$ cat src/rtl/seq_alu_pkg.sv
// Shared types for the sequential ALU: operation codes and controller states.
package seq_alu_pkg;

  localparam logic [1:0] OPC_ADD = 2'd0;
  localparam logic [1:0] OPC_SUB = 2'd1;
  localparam logic [1:0] OPC_MUL = 2'd2;
  localparam logic [1:0] OPC_DIV = 2'd3;

  typedef enum logic [1:0] {
    OP_ADD = OPC_ADD,
    OP_SUB = OPC_SUB,
    OP_MUL = OPC_MUL,
    OP_DIV = OPC_DIV
  } op_e;

  typedef enum logic [1:0] {
    IDLE = 2'd0,
    RUN  = 2'd1,
    DONE = 2'd2
  } state_e;

endpackage

$ cat src/rtl/seq_alu_iter.sv
// One iteration of the shift-add multiplier or the restoring divider.
module seq_alu_iter
  import seq_alu_pkg::*;
#(
  parameter int WIDTH = 8
) (
  input  logic [WIDTH-1:0] acc,
  input  logic [WIDTH-1:0] opnd,
  input  logic [WIDTH-1:0] b,
  input  op_e              op,
  output logic [WIDTH-1:0] acc_nxt,
  output logic             bit_nxt
);

  logic [WIDTH:0] sum;
  logic [WIDTH:0] shifted;
  logic [WIDTH:0] trial;

  always_comb begin
    sum     = {1'b0, acc} + {1'b0, b};
    shifted = {acc, opnd[WIDTH-1]};
    trial   = shifted - {1'b0, b};
    acc_nxt = acc;
    bit_nxt = 1'b0;
    if (op == OP_MUL) begin
      // bit_nxt is the product bit that drops into the top of the multiplier register
      if (opnd[0]) begin
        acc_nxt = sum[WIDTH:1];
        bit_nxt = sum[0];
      end else begin
        acc_nxt = {1'b0, acc[WIDTH-1:1]};
        bit_nxt = acc[0];
      end
    end else begin
      // remainder stays below b, so trial's top bit is a clean sign flag
      if (!trial[WIDTH]) begin
        acc_nxt = trial[WIDTH-1:0];
        bit_nxt = 1'b1;
      end else begin
        acc_nxt = shifted[WIDTH-1:0];
        bit_nxt = 1'b0;
      end
    end
  end

endmodule

$ cat src/rtl/seq_alu.sv
// Multi-cycle ADD/SUB/MUL/DIV unit with valid/ready handshakes on both sides.
module seq_alu
  import seq_alu_pkg::*;
#(
  parameter int WIDTH = 8
) (
  input  logic             clk,
  input  logic             rst,
  input  logic             in_valid,
  output logic             in_ready,
  input  logic [1:0]       op,
  input  logic [WIDTH-1:0] a,
  input  logic [WIDTH-1:0] b,
  output logic             out_valid,
  input  logic             out_ready,
  output logic [WIDTH-1:0] res_lo,
  output logic [WIDTH-1:0] res_hi,
  output logic             zero,
  output logic             dbz
);

  localparam int CW = $clog2(WIDTH);

  state_e           state;
  op_e              op_r;
  logic [CW-1:0]    cnt;
  logic [WIDTH-1:0] acc_r;
  logic [WIDTH-1:0] opnd_r;
  logic [WIDTH-1:0] b_r;
  logic [WIDTH-1:0] acc_nxt;
  logic [WIDTH-1:0] opnd_nxt;
  logic             bit_nxt;
  logic [WIDTH:0]   add_w;
  logic [WIDTH:0]   sub_w;

  assign in_ready  = (state == IDLE);
  assign out_valid = (state == DONE);

  // bit WIDTH of sub_w is the borrow, i.e. a < b
  assign add_w = {1'b0, a} + {1'b0, b};
  assign sub_w = {1'b0, a} - {1'b0, b};

  seq_alu_iter #(.WIDTH(WIDTH)) u_iter (
    .acc     (acc_r),
    .opnd    (opnd_r),
    .b       (b_r),
    .op      (op_r),
    .acc_nxt (acc_nxt),
    .bit_nxt (bit_nxt)
  );

  // MUL shifts the multiplier right (product low half enters at the top);
  // DIV shifts the dividend left (quotient bits enter at the bottom).
  assign opnd_nxt = (op_r == OP_MUL) ? {bit_nxt, opnd_r[WIDTH-1:1]}
                                     : {opnd_r[WIDTH-2:0], bit_nxt};

  always_ff @(posedge clk or posedge rst) begin
    if (rst) begin
      state  <= IDLE;
      op_r   <= OP_ADD;
      cnt    <= '0;
      acc_r  <= '0;
      opnd_r <= '0;
      b_r    <= '0;
      res_lo <= '0;
      res_hi <= '0;
      zero   <= 1'b0;
      dbz    <= 1'b0;
    end else begin
      case (state)
        IDLE: begin
          if (in_valid) begin
            op_r   <= op_e'(op);
            acc_r  <= '0;
            opnd_r <= a;
            b_r    <= b;
            cnt    <= CW'(WIDTH - 1);
            dbz    <= 1'b0;
            case (op_e'(op))
              OP_ADD: begin
                res_lo <= add_w[WIDTH-1:0];
                res_hi <= {{(WIDTH-1){1'b0}}, add_w[WIDTH]};
                zero   <= (add_w == '0);
                state  <= DONE;
              end
              OP_SUB: begin
                res_lo <= sub_w[WIDTH-1:0];
                res_hi <= {{(WIDTH-1){1'b0}}, sub_w[WIDTH]};
                zero   <= (sub_w == '0);
                state  <= DONE;
              end
              OP_MUL: state <= RUN;
              default: begin
                if (b == '0) begin
                  res_lo <= '0;
                  res_hi <= '0;
                  zero   <= 1'b1;
                  dbz    <= 1'b1;
                  state  <= DONE;
                end else begin
                  state  <= RUN;
                end
              end
            endcase
          end
        end
        RUN: begin
          acc_r  <= acc_nxt;
          opnd_r <= opnd_nxt;
          if (cnt == '0) begin
            res_lo <= opnd_nxt;
            res_hi <= acc_nxt;
            zero   <= (opnd_nxt == '0) && (acc_nxt == '0);
            state  <= DONE;
          end else begin
            cnt <= cnt - 1'b1;
          end
        end
        DONE: begin
          if (out_ready) state <= IDLE;
        end
        default: state <= IDLE;
      endcase
    end
  end

endmodule

$ cat config.mk
export PLATFORM = sky130hd
export DESIGN_NAME = seq_alu
export DESIGN_NICKNAME = d
export VERILOG_FILES = /design/src/rtl/seq_alu_pkg.sv /design/src/rtl/seq_alu_iter.sv /design/src/rtl/seq_alu.sv
export SDC_FILE = /design/constraint.sdc
export NUM_CORES = 1
export LEC_CHECK = 0
export CAP_MARGIN = 20
export CORE_MARGIN = 8
export CORE_UTILIZATION = 35
export CTS_CLUSTER_SIZE = 40
export DETAILED_ROUTE_END_ITERATION = 10
export PLACE_DENSITY = 0.57
export SLEW_MARGIN = 20
export SYNTH_ARGS = -nofsm -noshare
export SYNTH_HDL_FRONTEND = slang
export SYNTH_SLANG_ARGS = --single-unit
$ cat constraint.sdc
create_clock -name clk -period 3.55 [get_ports clk]
set_input_delay 0.71 -clock clk [delete_from_list [all_inputs] [get_ports clk]]
set_output_delay 0.71 -clock clk [all_outputs]
set_load 0.03 [all_outputs]
* After elaboration in Yosys (flattened, before gate mapping)
Index checks and enable logic that the tools add are counted.
** Word-level totals
- Register bits :: 49
- Bits in latches :: 0
- Bits in writable memories :: 0
- ROM bits :: 0
- Input bits :: 22
- Output and inout bits :: 20
- Word-level logic and storage cells :: 79
- Memories kept :: 0
** Cells by class
- Add/subtract/negate cells :: 5
- $mul :: 0
- Div/mod/pow operators :: 0
- $lt $le $gt $ge :: 0
- Equality and inequality tests :: 11
- Shifts and indexed selects :: 0
- Muxes and demuxes :: 36
- Bitwise operators :: 0
- Reduce and logical (&&, ||, !) cells :: 17
** Operator list (count)
- 2-to-1 mux 8 bit :: 11
- case mux 8 bit (2 select lines) :: 4
- case mux 8 bit (3 select lines) :: 2
- logical NOT 8 bit :: 3
- adder 8 x 8 -> 9 bit :: 2
- logical NOT 9 bit :: 2
- subtractor 8 x 8 -> 9 bit :: 1
- subtractor 9 x 8 -> 9 bit :: 1
- 2-to-1 mux 1 bit :: 8
- 2-to-1 mux 2 bit :: 4
- inequality test 2 bit, second input constant :: 4
- equality test 2 bit, second input constant :: 3
- 2-to-1 mux 3 bit :: 2
- case mux 2 bit (3 select lines) :: 1
- case mux 3 bit (2 select lines) :: 1
- AND reduction 3 bit :: 2
- AND reduction 5 bit :: 1
- equality test 2 x 1 -> 1 bit, second input constant :: 2
- logical NOT 2 bit :: 2
- inequality test 4 x 1 -> 1 bit, second input constant :: 1
- case mux 2 bit (2 select lines) :: 1
- AND reduction 2 bit :: 2
- logical NOT 3 bit :: 1
- case mux 1 bit (3 select lines) :: 1
- other kinds (7) :: 7

* Depth between registers and ports, before layout
Gate-level depths: netlist of the first run.
- Word-level depth :: 8
- Gate-level depth with buffers :: 12
- Mapped depth without buffers :: 12

* Hierarchy
Synthesis of the first run repeated with hierarchy kept, for this count alone.
** Unflattened totals
- Cells, all modules :: 503
- Area, all modules :: 4129.0 µm²
** Modules (own cells, without submodules)
- seq_alu :: times used 1, cells an instance 371, area each 3188.1 µm², sequential area each 1226.2 µm²
- seq_alu_iter :: times used 1, cells an instance 132, area each 940.9 µm², sequential area each 0.0 µm²

* Worst setup path before layout of the first run
OpenSTA, ideal clock, no wires.
- Kind :: input -> register
- From :: in a[0]
- To :: reg zero
- Setup time :: 0.118 ns
- Arrival time :: 2.691 ns
- Data required time :: 3.432 ns
- Path slack :: 0.741 ns
- Cell stages on the path :: 12
- Buffers on the path :: 0
- Path through :: inv_1 ha_1 inv_1 fa_1 a211oi_2 o21ai_1 o211ai_1 or4b_1 a31oi_1 nand2b_1 o41ai_1 a21o_1
** Between the ends
- Longest elaborated chain between the ends :: 5
- Elaborated cells between the ends (all ways) :: 7
- Classes of those cells :: add/sub (2); mux (3); reduce/logical (2)
** RTL lines
- start: declaration :: RTL line seq_alu.sv:12 : input logic [WIDTH-1:0] a,
- subtractor 8 x 8 -> 9 bit or adder 8 x 8 -> 9 bit (tied branches) :: RTL line seq_alu.sv:41, seq_alu.sv:40
- logical NOT 9 bit (on tied branches) :: RTL line seq_alu.sv:89, seq_alu.sv:83
- case mux 1 bit (3 select lines) (*) :: RTL line seq_alu.sv:79 : case (op_e'(op))
- 2-to-1 mux 1 bit (*) :: RTL line seq_alu.sv:72 : if (in_valid) begin
- case mux 1 bit (2 select lines) (*) :: RTL line seq_alu.sv:70 : case (state)
- end signal: assignment :: RTL line seq_alu.sv:83 : zero <= (add_w == '0);
- end signal: assignment :: RTL line seq_alu.sv:89 : zero <= (sub_w == '0);
- end signal: assignment :: RTL line seq_alu.sv:113 : zero <= (opnd_nxt == '0) && (acc_nxt == '0);
- end: declaration :: RTL line seq_alu.sv:18 : output logic zero,
Every way passes the cells marked *; elsewhere a longest branch is shown, timed or not. The select of a mux whose other input is x is not followed.
A chain may end at the register's enable or synchronous reset.

* Worst setup path in the final report of the first run
Same ends and word-level chain as after synthesis.

==> out/metrics.sh, run 1 <==
NUMBER_OF_GLOBAL_ROUTE_VIAS_BEFORE_REPAIR=3614
FILL_CELLS=1172
CTS.HOLD.BUFFERS_ADDED=0
NUMBER_OF_ANTENNA_VIOLATIONS_AT_THE_FIRST_CHECK_IN_GLOBAL_ROUTING=0
TOTALPOWERFINAL_mW=4.252
WORST_SETUP_PATH_START_KIND='input pin'
GRT_SETUP_UNREPAIRED='false'
ROUTED-VIA-COUNT=3694
GLOBAL_ROUTE_WIRE_LENGTH_BEFORE_REPAIR_UM=18710
NETLIST_INSTANCES=500
HOLD_PATH_DEPTH=1
SEQCELLAREA_MM2=0.001226
FF2FF_SETUP_SLACK_NS=0.33
CLOCK_LATENCY_NS=0.29
WORST_R2R_PATH_DEPTH=12
CTS_BUFFERS=5
POSTROUTEANTENNANETS=0
DIE_AREA_MM2=0.01511
WL_UM=11280
POWER.DENSITY_mW_PER_MM2=894.2
FMAX_MHz=309.9
TOTAL_SWITCHING_POWER_mW=2.087
MAX_H_TREE_LEVEL=2
CORE.ROWCOUNT=39
RR_ENDPOINT='zero'
SYNTH-EDFF-COUNT=0
PERIOD_SHARE=0.9090
POSTCTSRESIZEDCELLS=0
POST_ROUTE_CELLS_DRIVE_ABOVE_1_SHARE=0.06481
CTS-ROOT-BUF='clkbuf_16'
SETUP-VIOLATIONS-FINAL=0
ROUTED_VIA_DENSITY=5.408
CRITICAL_PATH.REG2REG.STARTPOINT='opnd_r[7]'
COUNT_OF_BUFFERS_INSERTED_AT_THE_TOP_LEVEL_PORTS=41
POST_CTS.REPAIR.SETUP_BUFFERS=0
GRT_MAX_DEGREE=50
POST_SYNTH_NUM_CELL_TYPES=59
WORST_PIN_SLEW_NS=0.8878
RESULT_OF_THE_RUN='finished, final reports clean'
CLOCKPOWERSHARE=0.112
NUM_ANTENNA_CELLS=0
MULTI_INPUT_AREA_MM2=0.002559
POSTSYNTH.ASYNCRESETSHARE=1.000
MAXSLEWVIOLCOUNT=0
DIE_H_UM=122.9
ENDPOINT_KIND='register'
CLOCK_SINKS=49
GRT_OVERFLOW_TOTAL=0
SYNTH_SEQUENTIAL_AREA_RATIO=0.3063
MAX-SLEW-MARGIN-REL=0.4069
AVGROUTEDWIREPERCELL_UM=16.51
INITIAL_CORE_UTIL=0.3551
TRITONCTS='done'
REQUIRED_NS=3.73
COMB_POWER_SHARE=0.633
MAX-CAP-VIOLATIONS=0
SYN-CELL-AREA_MM2=0.004003
FIRST_PASS_ITERS=5
NNETSFINAL=600
FINALWEIGHTEDCONGESTION=0.8946
FINALCRITICALPERIOD_NS=3.227
SYNTHESIS.AREA_PER_INSTANCE_UM2=8.005
SYNTH-SEQ-CELLS=49
MAX-CLOCK-PATH-BUFFERS=2
HOLDPATHEND='cnt[0]'
SYN2LAYOUT_AREA_GROWTH_PCT=18.79
POWER.SEQUENTIAL.FRACTION=0.255
TOP_FF_CELL_SYNTH='dfrtp_1'
SYNTH_FP_NETS=561
HOLDCRITPATHCLASS='reg -> reg'
CRITICALPATHCATEGORY='in -> reg'
DETAIL_ROUTE.DRC_VIOLATIONS=0
GRTUSAGETOTAL=0.1552
PATH_MAX_FANOUT=3
PLACE.DETAILED.HPWL_UM=9123
FIN_TNS_SETUP_NS=0
FP.COREAREA_MM2=0.01127
NUM_IO_PINS=42
NETSWITCHINGFRACTION=0.4908
FINALCLOCKSKEW_NS=0.008024
WORST_SETUP_HOLD_PATH_CLK_SLEW_NS=0.07
POWER.STATIC_LEAKAGE_nW=2.115
CELLINTERNALPOWER_mW=2.165
FINALHOLDVIOLCOUNT=0
FP.DIEW_UM=122.9
ARRIVAL_NS=3.41
SYNTH_WARNINGS=0
MIN_FROM='cnt[0]'
DRTITER0DRC=260
IR_WORST_VDD_V=0.0005294
-- sequential cells by signal, summed over array words and instances, names as in the netlist --
signal	count
acc_r	8
res_hi	8
zero	1
b_r	8
cnt	3
state	2
opnd_r	8
op_r	2
dbz	1
res_lo	8
-- layout make-up --
type | count | area share
inverters | 36 | 0.02868
clock inverters | 3 | 0.004474
repair buffers | 54 | 0.1068
clock buffers | 5 | 0.02632
flip-flops and latches | 49 | 0.2579
multi-input cells | 393 | 0.5382
well taps | 143 | 0.03763
-- metal layers --
metal	global-route usage	part of all wire	vias to the layer above
met1	0.2087	0.47	1743
met5	0	0	-
met2	0.2542	0.46	97
met3	0.02557	0.053	16
li1	-	-	1838
met4	0.03808	0.016	0
-- layout by cell type, fill, tap and decap left out, types with 7 or more instances in the layout --
cell type,instances
a21oi_1,36
o211ai_1,7
mux2i_1,12
a211oi_1,7
xnor2_1,11
inv_1,33
buf_4,13
o21ai_0,50
nand2b_1,10
nand2_1,70
nor3_1,11
nand3_1,7
dfrtp_1,49
clkdlybuf4s50_1,41
ha_1,35
nor2_1,47
nor2b_1,8
-- worst max-delay path: stages --
cell	delay, ns
clkdlybuf4s50_1	0.49
inv_1	0.12
ha_1	0.14
inv_1	0.04
fa_1	0.40
a211oi_2	0.27
o21ai_1	0.12
o211ai_1	0.11
or4b_1	0.45
a31oi_1	0.19
nand2b_1	0.13
o41ai_1	0.07
a21o_1	0.17
-- worst max path at each step --
stage,startpoint,to,slack [ns]
finish,a[0],zero,0.32
floorplan,a[0],zero,0.74
global route,a[0],zero,0.12
global placement,a[0],zero,0.1
CTS,a[0],zero,0.33
detailed placement,a[0],zero,0.03
-- synth_stat cells, types with 8 or more instances --
library cell | n | share of area
a21oi_1 | 37 | 0.046
clkbuf_1 | 19 | 0.018
dfrtp_1 | 49 | 0.31
ha_1 | 35 | 0.11
inv_1 | 34 | 0.032
mux2i_1 | 12 | 0.030
nand2_1 | 70 | 0.066
nand2b_1 | 10 | 0.016
nor2_1 | 47 | 0.044
nor2b_1 | 8 | 0.013
nor3_1 | 11 | 0.014
o21ai_0 | 50 | 0.063
xnor2_1 | 11 | 0.024
-- power by group through the flow --
stage / clock (mW) / sequential (mW) / combinational, mW
2_1_floorplan: 0 / 1.14 / 1.83
3_3_place_gp: 0 / 1.09 / 2.64
3_5_place_dp: 0 / 1.10 / 2.68
4_1_cts: 0.480 / 1.09 / 2.69
5_1_grt: 0.507 / 1.13 / 3.00
6_report: 0.476 / 1.08 / 2.69
-- logic make-up after synthesis --
family,synth area share
AND/OR/NAND/NOR,0.2041
AO/OA/AOI/OAI,0.2295
buffers and inverters,0.05533
flip-flops,0.3063
adder cells (fa/ha/maj),0.1294
XOR/XNOR,0.03970
multiplexers,0.03564
-- stage by stage --
stage	worst slack [ns]	hold slack [ns]	instance area, um2	instances	util
global route	0.1197	0.5043	4755	683	0.4218
detailed placement	0.03146	0.4609	4607	675	0.4087
global placement	0.09767	0.4640	4607	675	0.4087
CTS	0.3279	0.4698	4753	683	0.4217
floorplan	0.7407	0.4396	4003	500	-
finish	0.3231	0.4672	4755	683	0.4218
No activity file was read; power rests on OpenSTA's default activity.
==> run 2, diff against run 1 <==
--- a/config.mk
+++ b/config.mk
@@ -12,5 +12,4 @@
 export DETAILED_ROUTE_END_ITERATION = 10
 export PLACE_DENSITY = 0.57
-export SLEW_MARGIN = 20
 export SYNTH_ARGS = -nofsm -noshare
 export SYNTH_HDL_FRONTEND = slang
==> constraint.sdc (replaced) <==
create_clock -name clk -period 3.55 [get_ports clk]
set_input_delay 0.71 -clock clk [delete_from_list [all_inputs] [get_ports clk]]
set_output_delay 0.71 -clock clk [all_outputs]
set_load 0.02 [all_outputs]
==> run 2 against run 1 <==
Design area up 0.39%. Die area unchanged. Wire length is 0.37% higher. Global-route usage unchanged. Setup slack got worse by 0.0020 ns. Clock power about the same. Sequential cell count unchanged. Clock skew increased by 0.00056 ns. Non-clock buffer count is 1 higher. Sequential share of layout area fell by 0.10 points. Core utilization grew 0.17 points. Highest routed layer unchanged.
==> out/metrics.sh, run 2 (synthesized netlist as in run 1, its figures left out) <==
FMAX_MHz=309.7  # was 309.9 MHz
MOSTFREQUENTLAYOUTCELL='nand2_1'  # unchanged
RESULT_OF_THE_RUN='finished, final reports clean'  # unchanged
MAXSLEWVIOLCOUNT=0  # unchanged
NETSWITCHINGFRACTION=0.4820  # was 0.4908
DIE_AREA_MM2=0.01511  # unchanged
POST_DP_CELL_AREA_MM2=0.004607  # unchanged
POST_CTS.REPAIR.SETUP_BUFFERS=0  # unchanged
FP.DIEW_UM=122.9  # unchanged
POWER.STATIC_LEAKAGE_nW=2.124  # was 2.115 nW
CTS_BUFFERS=5  # unchanged
FIN_TNS_SETUP_NS=0  # unchanged
MAX_H_TREE_LEVEL=2  # unchanged
CLOCKPOWERSHARE=0.113  # was 0.112
FP.COREAREA_MM2=0.01127  # unchanged
CTS-ROOT-BUF='clkbuf_16'  # unchanged
MAX-CLOCK-PATH-BUFFERS=2  # unchanged
ENDPOINT_KIND='register'  # unchanged
FIRST_PASS_ITERS=5  # unchanged
NUMBER_OF_ANTENNA_VIOLATIONS_AT_THE_FIRST_CHECK_IN_GLOBAL_ROUTING=0  # unchanged
PATH_MAX_FANOUT=3  # unchanged
MAX-SLEW-MARGIN-REL=0.4268  # was 0.4069
TIMING.CRITICAL_PATH.BUF_INV=3  # unchanged
NUMBER_OF_GLOBAL_ROUTE_VIAS_BEFORE_REPAIR=3614  # unchanged
FINALCRITICALPERIOD_NS=3.229  # was 3.227 ns
INITIAL_CORE_UTIL=0.3551  # unchanged
AVGROUTEDWIREPERCELL_UM=16.55  # was 16.51 um
NUM_IO_PINS=42  # unchanged
GRT_SETUP_UNREPAIRED='false'  # unchanged
SYN2LAYOUT_AREA_GROWTH_PCT=19.26  # was 18.79%
COUNT_OF_BUFFERS_INSERTED_AT_THE_TOP_LEVEL_PORTS=41  # unchanged
COMB_POWER_SHARE=0.627  # was 0.633
STDCELL_AREA_MM2=0.004773  # was 0.004755 mm2
WORST_SETUP_PATH_START_KIND='input pin'  # unchanged
POWER.DENSITY_mW_PER_MM2=876.9  # was 894.2 mW/mm2
POST_ROUTE_CELLS_DRIVE_ABOVE_1_SHARE=0.06654  # was 0.06481
CRIT_SLOWEST_CELL='clkdlybuf4s50_1'  # unchanged
MAX-CAP-VIOLATIONS=0  # unchanged
GLOBAL_ROUTE_WIRE_LENGTH_BEFORE_REPAIR_UM=18710  # unchanged
POSTROUTEANTENNANETS=0  # unchanged
GRT_OVERFLOW_TOTAL=0  # unchanged
IR_WORST_VDD_V=0.0005440  # was 0.0005294 V
HOLDCRITPATHCLASS='reg -> reg'  # unchanged
DRTITER0DRC=222  # was 260
PLACE.DETAILED.HPWL_UM=9123  # unchanged
CRITICALPATHCATEGORY='in -> reg'  # unchanged
WORSTPATHCELLLIST='clkdlybuf4s50_1 -> inv_1 -> ha_1 -> inv_1 -> fa_1 -> a211oi_2 -> o21ai_1 -> o211ai_1 -> or4b_1 -> a31oi_1 -> nand2b_1 -> o41ai_1 -> a21o_1'  # unchanged
WORST_SETUP_HOLD_PATH_CLK_SLEW_NS=0.07  # about the same
GRTUSAGETOTAL=0.1552  # unchanged
TOTAL_SWITCHING_POWER_mW=2.018  # was 2.087 mW
ARRIVAL_NS=3.41  # about the same
CPPEAKSTAGEDELAY_NS=0.49  # about the same
CTS.HOLD.BUFFERS_ADDED=0  # unchanged
CRITICAL-PATH-TOP-DELAY-FAMILY='compound AO/OA/AOI/OAI gates'  # unchanged
TRITONCTS='done'  # unchanged
DETAIL_ROUTE.DRC_VIOLATIONS=0  # unchanged
GRT_MAX_DEGREE=50  # unchanged
WL_UM=11320  # was 11280 um
CRITICAL_PATH.MOST_COMMON_CELL='inv_1'  # unchanged
ROUTED-VIA-COUNT=3701  # was 3694
FINALWEIGHTEDCONGESTION=0.8946  # unchanged
PERIOD_SHARE=0.9095  # was 0.9090
NNETSFINAL=601  # was 600
CLOCK_LATENCY_NS=0.29  # about the same
FINALCLOCKSKEW_NS=0.008582  # was 0.008024 ns
CLOCK_SINKS=49  # unchanged
FF2FF_SETUP_SLACK_NS=0.38  # was 0.33 ns
ROUTED_VIA_DENSITY=5.411  # was 5.408
SETUP-VIOLATIONS-FINAL=0  # unchanged
FINAL_CELL_MIX='70 x nand2_1, 50 x o21ai_0, 49 x dfrtp_1'  # unchanged
POSTCTSRESIZEDCELLS=0  # unchanged
REQUIRED_NS=3.73  # about the same
POST-ROUTE-UTIL=0.4235  # was 0.4218
DIE_H_UM=122.9  # unchanged
CELLINTERNALPOWER_mW=2.168  # was 2.165 mW
CORE.ROWCOUNT=39  # unchanged
FINALHOLDVIOLCOUNT=0  # unchanged
NUM_ANTENNA_CELLS=0  # unchanged
WORST_PIN_SLEW_NS=0.8581  # was 0.8878 ns
POWER.SEQUENTIAL.FRACTION=0.260  # was 0.255
## run 2: cell count changes in the layout (fill, tap and decap cells not counted), sizes merged
| cell | before | now |
|---|---|---|
| buf | 13 | 14 |
| inv | 34 | 35 |
| clkinv | 4 | 3 |
## run 2: final timing paths
| path | start | to | cells past startpoint |
|---|---|---|---|
| max in group asynchronous | rst | b_r[2] | 3 |
| min in group asynchronous | rst | res_hi[3] | 2 |
| min | cnt[0] | cnt[0] | 1 |
| max reg2reg | opnd_r[7] | zero | 12 |
| min reg2reg | cnt[0] | cnt[0] | 1 |
| max | a[0] | zero | 13 |
## run 2: metal layers
metal / up-vias / track usage / wire length, um / share of wire
li1: 1840 / - / - / -
met1: 1734 / 0.2087 / 5277 / 0.47
met2: 113 / 0.2542 / 5214 / 0.46
met3: 14 / 0.02557 / 650 / 0.057
met4: 0 / 0.03808 / 176 / 0.016
met5: - / 0 / 0 / 0
## run 2: area by class of cell
cell class	instances	area, um2
Clock buffer	5	125.1
Clock inverter	3	21.27
Fill cell	1166	6499
Inverter	36	135.1
Multi-Input combinational cell	393	2559
Sequential cell	49	1226
Tap cell	143	178.9
Timing Repair Buffer	55	528.0
## run 2: stage by stage
stage	worst slack (ns)	hold slack [ns]	power, mW	std cells
floorplan	0.7407	0.4396	2.897	500
global placement	0.09767	0.4640	3.656	675
detailed placement	0.03146	0.4609	3.709	675
CTS	0.3279	0.4698	4.191	683
global route	0.1197	0.5043	4.561	684
finish	0.3212	0.4669	4.186	684
## run 2: power groups by stage
stage | clock network, mW | logic [mW] | registers (mW)
after detailed placement | 0 | 2.61 | 1.10
final | 0.473 | 2.63 | 1.09
after floorplan | 0 | 1.82 | 1.07
after CTS | 0.480 | 2.62 | 1.09
after global placement | 0 | 2.57 | 1.09
after global routing | 0.507 | 2.93 | 1.13
==> run 3, diff against run 2 <==
- CORE_ASPECT_RATIO: default -> 0.5
- GPL_ROUTABILITY_DRIVEN: default -> 0
- SYNTH_HIERARCHICAL: default -> 1
==> run 3 against run 2 <==
Hold slack better by 0.012 ns. Critical path depth up 3. Clock skew decreased by 0.0034 ns. Design area up 8.0%. Clock power up 2%. Sequential power about the same. Sequential cell count stayed put. Die area increased by 4.1%.
==> out/metrics.sh, run 3 <==
NUMBER_OF_ANTENNA_VIOLATIONS_AT_THE_FIRST_CHECK_IN_GLOBAL_ROUTING=0  # unchanged
CRITICAL_PATH.MOST_COMMON_CELL='a22oi_2'  # was inv_1
CRITICALPATHCATEGORY='reg -> reg'  # was in -> reg
COUNT_OF_BUFFERS_INSERTED_AT_THE_TOP_LEVEL_PORTS=41  # unchanged
AVGROUTEDWIREPERCELL_UM=16.67  # was 16.55 um
WORSTPATHCELLLIST='inv_1 -> ha_2 -> inv_2 -> fa_2 -> a21oi_4 -> o22ai_2 -> a221o_1 -> a22oi_2 -> mux2i_1 -> a22oi_2 -> nor2_1 -> and4_1 -> and3_4 -> mux2_4 -> a41oi_2 -> a21oi_2'  # was clkdlybuf4s50_1 -> inv_1 -> ha_1 -> inv_1 -> fa_1 -> a211oi_2 -> o21ai_1 -> o211ai_1 -> or4b_1 -> a31oi_1 -> nand2b_1 -> o41ai_1 -> a21o_1
DETAIL_ROUTE.DRC_VIOLATIONS=0  # unchanged
NUM_ANTENNA_CELLS=0  # unchanged
FILL_CELLS=1182  # was 1166
CELLINTERNALPOWER_mW=2.723  # was 2.168 mW
MAXSLEWVIOLCOUNT=0  # unchanged
NUMBER_OF_GLOBAL_ROUTE_VIAS_BEFORE_REPAIR=3893  # was 3614
COMB_POWER_SHARE=0.692  # was 0.627
WORST_SETUP_HOLD_PATH_CLK_SLEW_NS=0.07  # about the same
WORST_HOLD_SLACK_NS=0.4787  # was 0.4669 ns
MAX_H_TREE_LEVEL=2  # unchanged
MOSTFREQUENTLAYOUTCELL='nand2_1'  # unchanged
CTS-ROOT-BUF='clkbuf_16'  # unchanged
DIE_H_UM=92.80  # was 122.9 um
FINALCLOCKSKEW_NS=0.005220  # was 0.008582 ns
FINAL_CELL_MIX='56 x nand2_1, 49 x dfrtp_1, 41 x nor2_1, 41 x clkdlybuf4s50_1, 40 x a21oi_1'  # was 70 x nand2_1, 50 x o21ai_0, 49 x dfrtp_1
ENDPOINT_KIND='register'  # unchanged
PATH_MAX_FANOUT=4  # was 3
CRIT_SLOWEST_CELL='dfrtp_1'  # was clkdlybuf4s50_1
CPPEAKSTAGEDELAY_NS=0.39  # was 0.49 ns
CLOCKPOWERSHARE=0.095  # was 0.113
ROUTED_VIA_DENSITY=5.372  # was 5.411
DIE_AREA_MM2=0.01574  # was 0.01511 mm2
FP.COREAREA_MM2=0.01167  # was 0.01127 mm2
SETUP-VIOLATIONS-FINAL=0  # unchanged
PERIOD_SHARE=0.9603  # was 0.9095
POWER.SEQUENTIAL.FRACTION=0.213  # was 0.260
SETUP_SLACK_NS=0.1409  # was 0.3212 ns
RESULT_OF_THE_RUN='finished, final reports clean'  # unchanged
PLACE_WORST_SETUP_SLACK_NS=0.009349  # was 0.03146 ns
GRTUSAGETOTAL=0.1597  # was 0.1552
NETSWITCHINGFRACTION=0.4607  # was 0.4820
SYN2LAYOUT_AREA_GROWTH_PCT=24.88  # was 19.26%
FP.DIEW_UM=169.6  # was 122.9 um
POST_SYNTH_NUM_CELL_TYPES=63  # was 59
POST_ROUTE_CELLS_DRIVE_ABOVE_1_SHARE=0.1254  # was 0.06654
TOP_FF_CELL_SYNTH='dfrtp_1'  # unchanged
CLOCK_LATENCY_NS=0.29  # about the same
CTS.HOLD.BUFFERS_ADDED=0  # unchanged
WORST_PIN_SLEW_NS=0.8500  # was 0.8581 ns
MAX-CLOCK-PATH-BUFFERS=2  # unchanged
POWER.STATIC_LEAKAGE_nW=2.298  # was 2.124 nW
FF2FF_SETUP_SLACK_NS=0.14  # was 0.38 ns
NUM_IO_PINS=42  # unchanged
ARRIVAL_NS=3.59  # was 3.41 ns
FINALCRITICALPERIOD_NS=3.409  # was 3.229 ns
FMAX_MHz=293.3  # was 309.7 MHz
DRTITER0DRC=299  # was 222
SYNTH_WARNINGS=6  # was 0
MAX-CAP-VIOLATIONS=0  # unchanged
SYNTH_TOP_CELLS_BY_COUNT='56 x nand2_1, 49 x dfrtp_1, 44 x a21oi_1, 41 x nor2_1, 37 x o21ai_0'  # was 70 x nand2_1, 50 x o21ai_0, 49 x dfrtp_1, 47 x nor2_1, 37 x a21oi_1
SYNTH_SEQUENTIAL_AREA_RATIO=0.2970  # was 0.3063
FIN_TNS_SETUP_NS=0  # unchanged
POSTROUTEANTENNANETS=0  # unchanged
CORE.ROWCOUNT=28  # was 39
SYNTH_FP_NETS=564  # was 561
HOLDCRITPATHCLASS='reg -> reg'  # unchanged
NNETSFINAL=626  # was 601
REQUIRED_NS=3.73  # about the same
POSTSYNTH.ASYNCRESETSHARE=1.000  # unchanged
PLACE.DETAILED.HPWL_UM=9501  # was 9123 um
MAX-SLEW-MARGIN-REL=0.4333  # was 0.4268
GRT_OVERFLOW_TOTAL=0  # unchanged
FIRST_PASS_ITERS=5  # unchanged
CTS_BUFFERS=5  # unchanged
GRT_MAX_DEGREE=50  # unchanged
INITIAL_CORE_UTIL=0.3539  # was 0.3551
DPL.CELL_COUNT=720  # was 675
WL_UM=12190  # was 11320 um
SEQCELLAREA_MM2=0.001226  # unchanged
RR_ENDPOINT='zero'  # unchanged
SYNTHDOMINANTCELLAREASHARE=0.2970  # was 0.3063
YOSYS-TOP-CELLS-AREA='dfrtp_1 30%, ha_1 11%, a21oi_1 5.3%'  # was dfrtp_1 31%, ha_1 11%, nand2_1 6.6%
TOTAL_SWITCHING_POWER_mW=2.326  # was 2.018 mW
MULTI_INPUT_AREA_MM2=0.002759  # was 0.002559 mm2
HOLD_PATH_DEPTH=1  # unchanged
SYN-CELL-AREA_MM2=0.004129  # was 0.004003 mm2
CLOCK_SINKS=49  # unchanged
TRITONCTS='done'  # unchanged
POWER.DENSITY_mW_PER_MM2=979.1  # was 876.9 mW/mm2
SYNTH-EDFF-COUNT=0  # unchanged
CRITICAL_PATH.REG2REG.STARTPOINT='opnd_r[7]'  # unchanged
WORST_SETUP_PATH_START_KIND='register'  # was input pin
ROUTED-VIA-COUNT=3927  # was 3701
NETLIST_INSTANCES=503  # was 500
SYNTH.MOST_COMMON_CELL='nand2_1'  # unchanged
FINALHOLDVIOLCOUNT=0  # unchanged
LAYOUTNONFILLERINSTCOUNT=731  # was 684
HOLDPATHEND='cnt[0]'  # unchanged
SYNTH-SEQ-CELLS=49  # unchanged
YOSYS.AREA.TOP_TYPE='dfrtp_1'  # unchanged
GLOBAL_ROUTE_WIRE_LENGTH_BEFORE_REPAIR_UM=20230  # was 18710 um
SYNTHESIS.AREA_PER_INSTANCE_UM2=8.209  # was 8.005 um2
MIN_FROM='cnt[0]'  # unchanged
WORST_R2R_PATH_DEPTH=16  # was 12
IR_WORST_VDD_V=0.0003263  # was 0.0005440 V
==> run 3: area by class of cell <==
cell class | count | share of cell area
inverter | 34 | 0.02475
timing repair buffer | 77 | 0.1344
clock inverter | 2 | 0.002912
clock buffer | 6 | 0.02499
multi-input combinational | 398 | 0.5351
sequential | 49 | 0.2378
tap | 165 | 0.04004
==> run 3: worst max-delay path by stage <==
stage / startpoint / to / slack, ns / cells past startpoint
2_1_floorplan: opnd_r[7] / zero / 0.15 / 15
3_3_place_gp: opnd_r[7] / zero / 0.04 / 15
3_5_place_dp: opnd_r[7] / zero / 0.009 / 15
4_1_cts: opnd_r[7] / zero / 0.008 / 16
5_1_grt: opnd_r[7] / zero / -0.03 / 16
6_report: opnd_r[7] / zero / 0.14 / 16
==> run 3: kinds of logic after synthesis <==
kind of cell | after synthesis | synth area share
flops | 49 | 0.2970
xor+xnor | 13 | 0.02758
simple gates | 174 | 0.2027
fa+ha+maj | 39 | 0.1255
buf+inv | 57 | 0.05576
compound gates | 154 | 0.2491
mux | 17 | 0.04242
==> run 3: timing repair <==
action | CTS | global route
pin swaps | 1 | 13
resized for setup | 1 | 16
buffers inserted | 0 | 1
hold endpoints to repair | 0 | 0
cloned | 1 | 0
setup endpoints to repair | 1 | 1
==> run 3: critical path: cells and delay by family (launching register included) <==
kind,cells,cell delay (ns)
flops,1,0.39
mux,2,0.41
buf+inv,2,0.12
simple gates,3,0.45
compound gates,7,1.36
fa+ha+maj,2,0.56
==> run 3: layer usage <==
metal  share of wire  vias to the layer above  global-route usage
li1                -                     1937                   -
met1            0.48                     1877              0.2133
met2            0.46                       99              0.2636
met3           0.045                       14             0.02504
met4           0.019                        0             0.04609
met5               0                        -                   0
==> run 3: stage by stage <==
stage               power (mW)    util  instance area [um2]
global route             5.514  0.4420                 5156
floorplan                3.197       -                 4129
global placement         4.346  0.4199                 4898
finish                   5.048  0.4420                 5156
CTS                      4.901  0.4337                 5060
detailed placement       4.356  0.4199                 4898
==> run 3: power by group through the flow <==
stage / Sequential (mW) / Combinational (mW) / Clock, mW
2_1_floorplan: 1.11 / 2.09 / 0
3_3_place_gp: 1.08 / 3.27 / 0
3_5_place_dp: 1.08 / 3.28 / 0
4_1_cts: 1.07 / 3.34 / 0.491
5_1_grt: 1.11 / 3.89 / 0.517
6_report: 1.07 / 3.49 / 0.482
==> edit 1, RTL diff (settings of run 3) <==
`WIDTH` is set to 8 in 2 places; all go to 4.
--- a/src/rtl/seq_alu_iter.sv
+++ b/src/rtl/seq_alu_iter.sv
@@ -3,5 +3,5 @@
   import seq_alu_pkg::*;
 #(
-  parameter int WIDTH = 8
+  parameter int WIDTH = 4
 ) (
   input  logic [WIDTH-1:0] acc,
--- a/src/rtl/seq_alu.sv
+++ b/src/rtl/seq_alu.sv
@@ -3,5 +3,5 @@
   import seq_alu_pkg::*;
 #(
-  parameter int WIDTH = 8
+  parameter int WIDTH = 4
 ) (
   input  logic             clk,
Interface: changed (resized a, b, res_hi and res_lo); port bits go from 42 to 26. The function was not compared with the original's and may differ.
==> edit 1 against run 3 <==
  * Via count is 57% lower
  * Design area down 52%
  * Routed wire length is 57% lower
  * Power decreased by 56%
  * Maximum frequency is 16% higher
  * Sequential cell count down 21
  * Critical path depth fell by 4
  * Area after synthesis is 50% lower
  * Final cell count shrank 55%
  * Worst setup slack better by 0.47 ns
  * Die area is 44% lower
  * Combinational power fell by 62%
  * Highest routed layer unchanged
==> edit 1: results (changes against run 3) <==
synth:
  ys_top_cells_by_area: "dfrtp_1 (34%), ha_1 (10%), nand2_1 (5.1%)"
  seq_area_frac_synth_pct: 33.92  # +4.2 points
  synth_nets: 267  # -53%
  synth_common_cells: "dfrtp_1 (28), nand2_1 (28), inv_1 (21)"
  synth_cell_types: 44  # -30%
placement:
  dp_hpwl_um: 4141  # -56%
  place_area_um2: 2379  # -51%
  portBuffers: 25  # -39%
global_route:
  grt_pass1_vias: 1651  # -58%
  grt_start_max_net_pins: 29  # -42%
cells_and_area:
  nFillCells: 536  # -55%
  fin_nets: 289  # -54%
  drive_gt1_share_pct: 7.115  # -5.4 points
clocking:
  cts_buffers: 3  # -2
  htreeDepth: 1  # -1
  insertion_delay_ns: 0.26  # -0.03 ns
  cts_resized: 0  # -1
drt:
  routed_via_density: 5.233  # -2.6%
  drtPass1Iterations: 4  # -1
  routed_wl_um: 5208  # -57%
power_and_ir_drop:
  power.switching_w: 0.0009986  # -57%
  p_seq_share_pct: 27.3  # +6.0 points
  ir_drop_mv: 0.4001  # +23%
status:
  outcome: "finished, final reports clean"
worst_setup_path:
  crit_arrival_ns: 3.08  # -0.51 ns
  reg2reg_setup_slack_ns: 0.61  # +0.47 ns
timing:
  clock_skew_ns: 0.003079  # -0.002141 ns
-- edit 1: cell count changes after synthesis, moves of 13 or more --
cell	run 3	this run
a21oi_1	44	16
nand2_1	56	28
dfrtp_1	49	28
inv_1	34	21
ha_1	35	17
o21ai_0	37	17
nor2_1	41	15
-- edit 1: power by group through the flow --
stage / registers [W] / logic, W / clock network, W
floorplan: 0.000620 / 0.000924 / 0
global placement: 0.000612 / 0.00131 / 0
detailed placement: 0.000613 / 0.00133 / 0
CTS: 0.000607 / 0.00134 / 0.000287
global route: 0.000629 / 0.00148 / 0.000302
finish: 0.000606 / 0.00133 / 0.000284
-- edit 1: routing by layer --
metal / vias up / share of wire, % / track usage, % / wire, um
met5: - / 0 / 0 / 0
met4: 0 / 0.69 / 2.384 / 36
met3: 2 / 2.9 / 2.033 / 149
met2: 27 / 46 / 18.63 / 2373
met1: 832 / 51 / 16.51 / 2648
li1: 845 / - / - / -
-- edit 1: cells by family (layout without fill, tap and decap cells) --
group / Yosys count / after routing / synth area share [%]
buf+inv: 32 / 53 / 6.299
simple gates: 74 / 74 / 17.75
compound gates: 57 / 57 / 17.93
flops: 28 / 28 / 33.92
mux: 12 / 12 / 6.178
xor+xnor: 8 / 8 / 3.756
fa+ha+maj: 21 / 21 / 14.17
-- edit 1: path summary, 6_finish.rpt --
check / start / depth (start not counted) / to
setup / recovery: b_r[0] / 12 / zero
hold / removal: cnt[0] / 1 / cnt[0]
setup reg to reg: b_r[0] / 12 / zero
hold reg to reg: cnt[0] / 1 / cnt[0]
max in group asynchronous: rst / 3 / b_r[1]
min in group asynchronous: rst / 3 / acc_r[3]
-- edit 1: per-stage QoR --
step / std cells / setup slack, ns / hold slack [ns] / util [%]
floorplan: 232 / 0.9185 / 0.4445 / -
global placement: 322 / 0.4785 / 0.4586 / 42.58
detailed placement: 322 / 0.5078 / 0.4718 / 42.58
CTS: 326 / 0.6092 / 0.4808 / 44.17
global route: 326 / 0.3372 / 0.5058 / 44.17
finish: 326 / 0.6105 / 0.4772 / 44.17
-- edit 1: cell type report --
cell class / instances / area share [%]
timing repair buffer: 28 / 11.05
tap: 73 / 3.702
sequential: 28 / 28.40
clock buffer: 4 / 3.600
multi-input combinational: 172 / 50.05
inverter: 21 / 3.195
-- edit 1: worst max-delay path: stages (launching register included) --
cell and delay (ns):
dfrtp_1 0.41, ha_1 0.23, fa_1 0.40, nand2b_1 0.17
a21oi_2 0.17, xor2_2 0.32, mux2_2 0.38, a21oi_1 0.25
nor2_1 0.09, nand4_1 0.10, a21oi_1 0.05, mux2i_1 0.16
o31ai_1 0.10
==> edit 2, RTL diff (flow settings as in run 3) <==
Made on the original files. Make the reset (`rst`) synchronous in one clocked block.
--- a/src/rtl/seq_alu.sv
+++ b/src/rtl/seq_alu.sv
@@ -55,5 +55,5 @@
                                      : {opnd_r[WIDTH-2:0], bit_nxt};
 
-  always_ff @(posedge clk or posedge rst) begin
+  always_ff @(posedge clk) begin
     if (rst) begin
       state  <= IDLE;
Formal check against the unedited RTL: differs if rst is asserted again (counterexample within 4 cycles, from zero or initial values and one cycle with rst high); with rst held inactive, the same outputs for 4 cycles.
==> edit 2 against run 3 <==
  * Sequential cell count did not move
  * Worst setup slack gained 0.0025 ns
  * Routed wire length is 5.6% lower
  * Final cell count shrank 0.82%
  * Area after synthesis decreased by 3.6%
  * Design area is 7.4% lower
  * Synthesized cell count increased by 6.4%
Power is not compared: it rests on default switching activity, and its combinational part moved more than twofold at a synthesized area within 25%.
==> edit 2: results (changes against run 3) <==
synth:
  synth_nets: 596  # +5.7%
  seq_area_frac_synth_pct: 24.65  # -5.0 points
  synth_cell_types: 61  # -3.2%
  netlist_instances: 535  # +6.4%
  async_reset_ff_share_pct: 0  # -100 points
  synth_common_cells: "nand2_1 (72), nor2_1 (63), a21oi_1 (56)"
  ys_top_cells_by_area: "dfxtp_1 (25%), ha_1 (11%), a21oi_1 (7.0%)"
  yosysWarnings: 6  # unchanged
cells_and_area:
  drive_gt1_share_pct: 8.448  # -4.1 points
  n_antenna_cell: 0  # unchanged
  stdcell_count: 725  # -0.82%
  fin_nets: 640  # +2.2%
global_route:
  grt_pass1_wl_um: 19050  # -5.8%
  grt_pass1_vias: 3720  # -4.4%
  grt_use_total_pct: 14.98  # -0.99 points
  grt_start_max_net_pins: 50  # unchanged
  grt_antenna_before_repair: 0  # unchanged
timing:
  clock_skew_ns: 0.01311  # +0.007887 ns
  worst_pin_slew_ns: 0.9315  # +0.08150 ns
  min_period_over_period_pct: 95.96  # about the same
  timing.hold.ws_ns: 0.4605  # -0.01819 ns
worst_setup_path:
  cpMaxStageDelayCell: "fa_2"
  worstPathMaxFanout: 8  # +4
  reg2reg_depth: 15  # -1
  slowest_delay_ns: 0.41  # +0.02 ns
  cp-endpoint: "zero"
  crit_arrival_ns: 3.61  # +0.02 ns
  r2r_start: "opnd_r[7]"
  reg2reg_setup_slack_ns: 0.14
worst_hold_path:
  hold_path.class: "flop to flop"
  holdPathStages: 2  # +1
  worstHoldEndpoint: "res_lo[1]"
  hp-start: "res_lo[1]"
status:
  outcome: "finished, final reports clean"
clocking:
  cts_buffers: 5  # unchanged
  htreeDepth: 2  # unchanged
  cts_root_buf: "clkbuf_16"
  cts_max_path_buffers: 2  # unchanged
drt:
  routed_wl_um: 11510  # -5.6%
  drtIter0Drc: 303  # +1.3%
  drtPass1Iterations: 5  # unchanged
  routed_via_density: 5.343  # -0.53%
power_and_ir_drop:
  switching_share_pct: 35.78
  p_seq_share_pct: 35.3
placement:
  dp_cells: 712  # -1.1%
  place_area_um2: 4562  # -6.9%
  dp_slack_ns: -0.03277  # -0.04212 ns
  portBuffers: 41  # unchanged
  dp_hpwl_um: 9096  # -4.3%
[edit 2: routing by layer]
metal	global-route usage [%]	part of all wire (%)
met3	2.461	4.4
met5	0	0
met4	3.797	1.2
met1	19.74	48
met2	25.14	46
[edit 2: kinds of logic after synthesis]
logic type | synth area share [%]
AND/OR/NAND/NOR | 23.08
AO/OA/AOI/OAI | 25.54
buffers and inverters | 6.887
flip-flops | 24.65
adder cells (fa/ha/maj) | 13.02
XOR/XNOR | 3.522
multiplexers | 3.302
[edit 2: what timing repair did]
item	in CTS	in global routing
resized for setup	2	9
setup buffers	3	2
hold buffers	0	0
pin swaps	2	10
setup endpoints to repair	1	2
[edit 2: final cells by class]
class	instances	area (um2)
flip-flops and latches	49	987.2
repair buffers	63	570.5
well taps	145	181.4
clock buffers	6	128.9
inverters	38	142.6
fillers	1130	6271
multi-input cells	422	2750
clock inverters	2	15.01
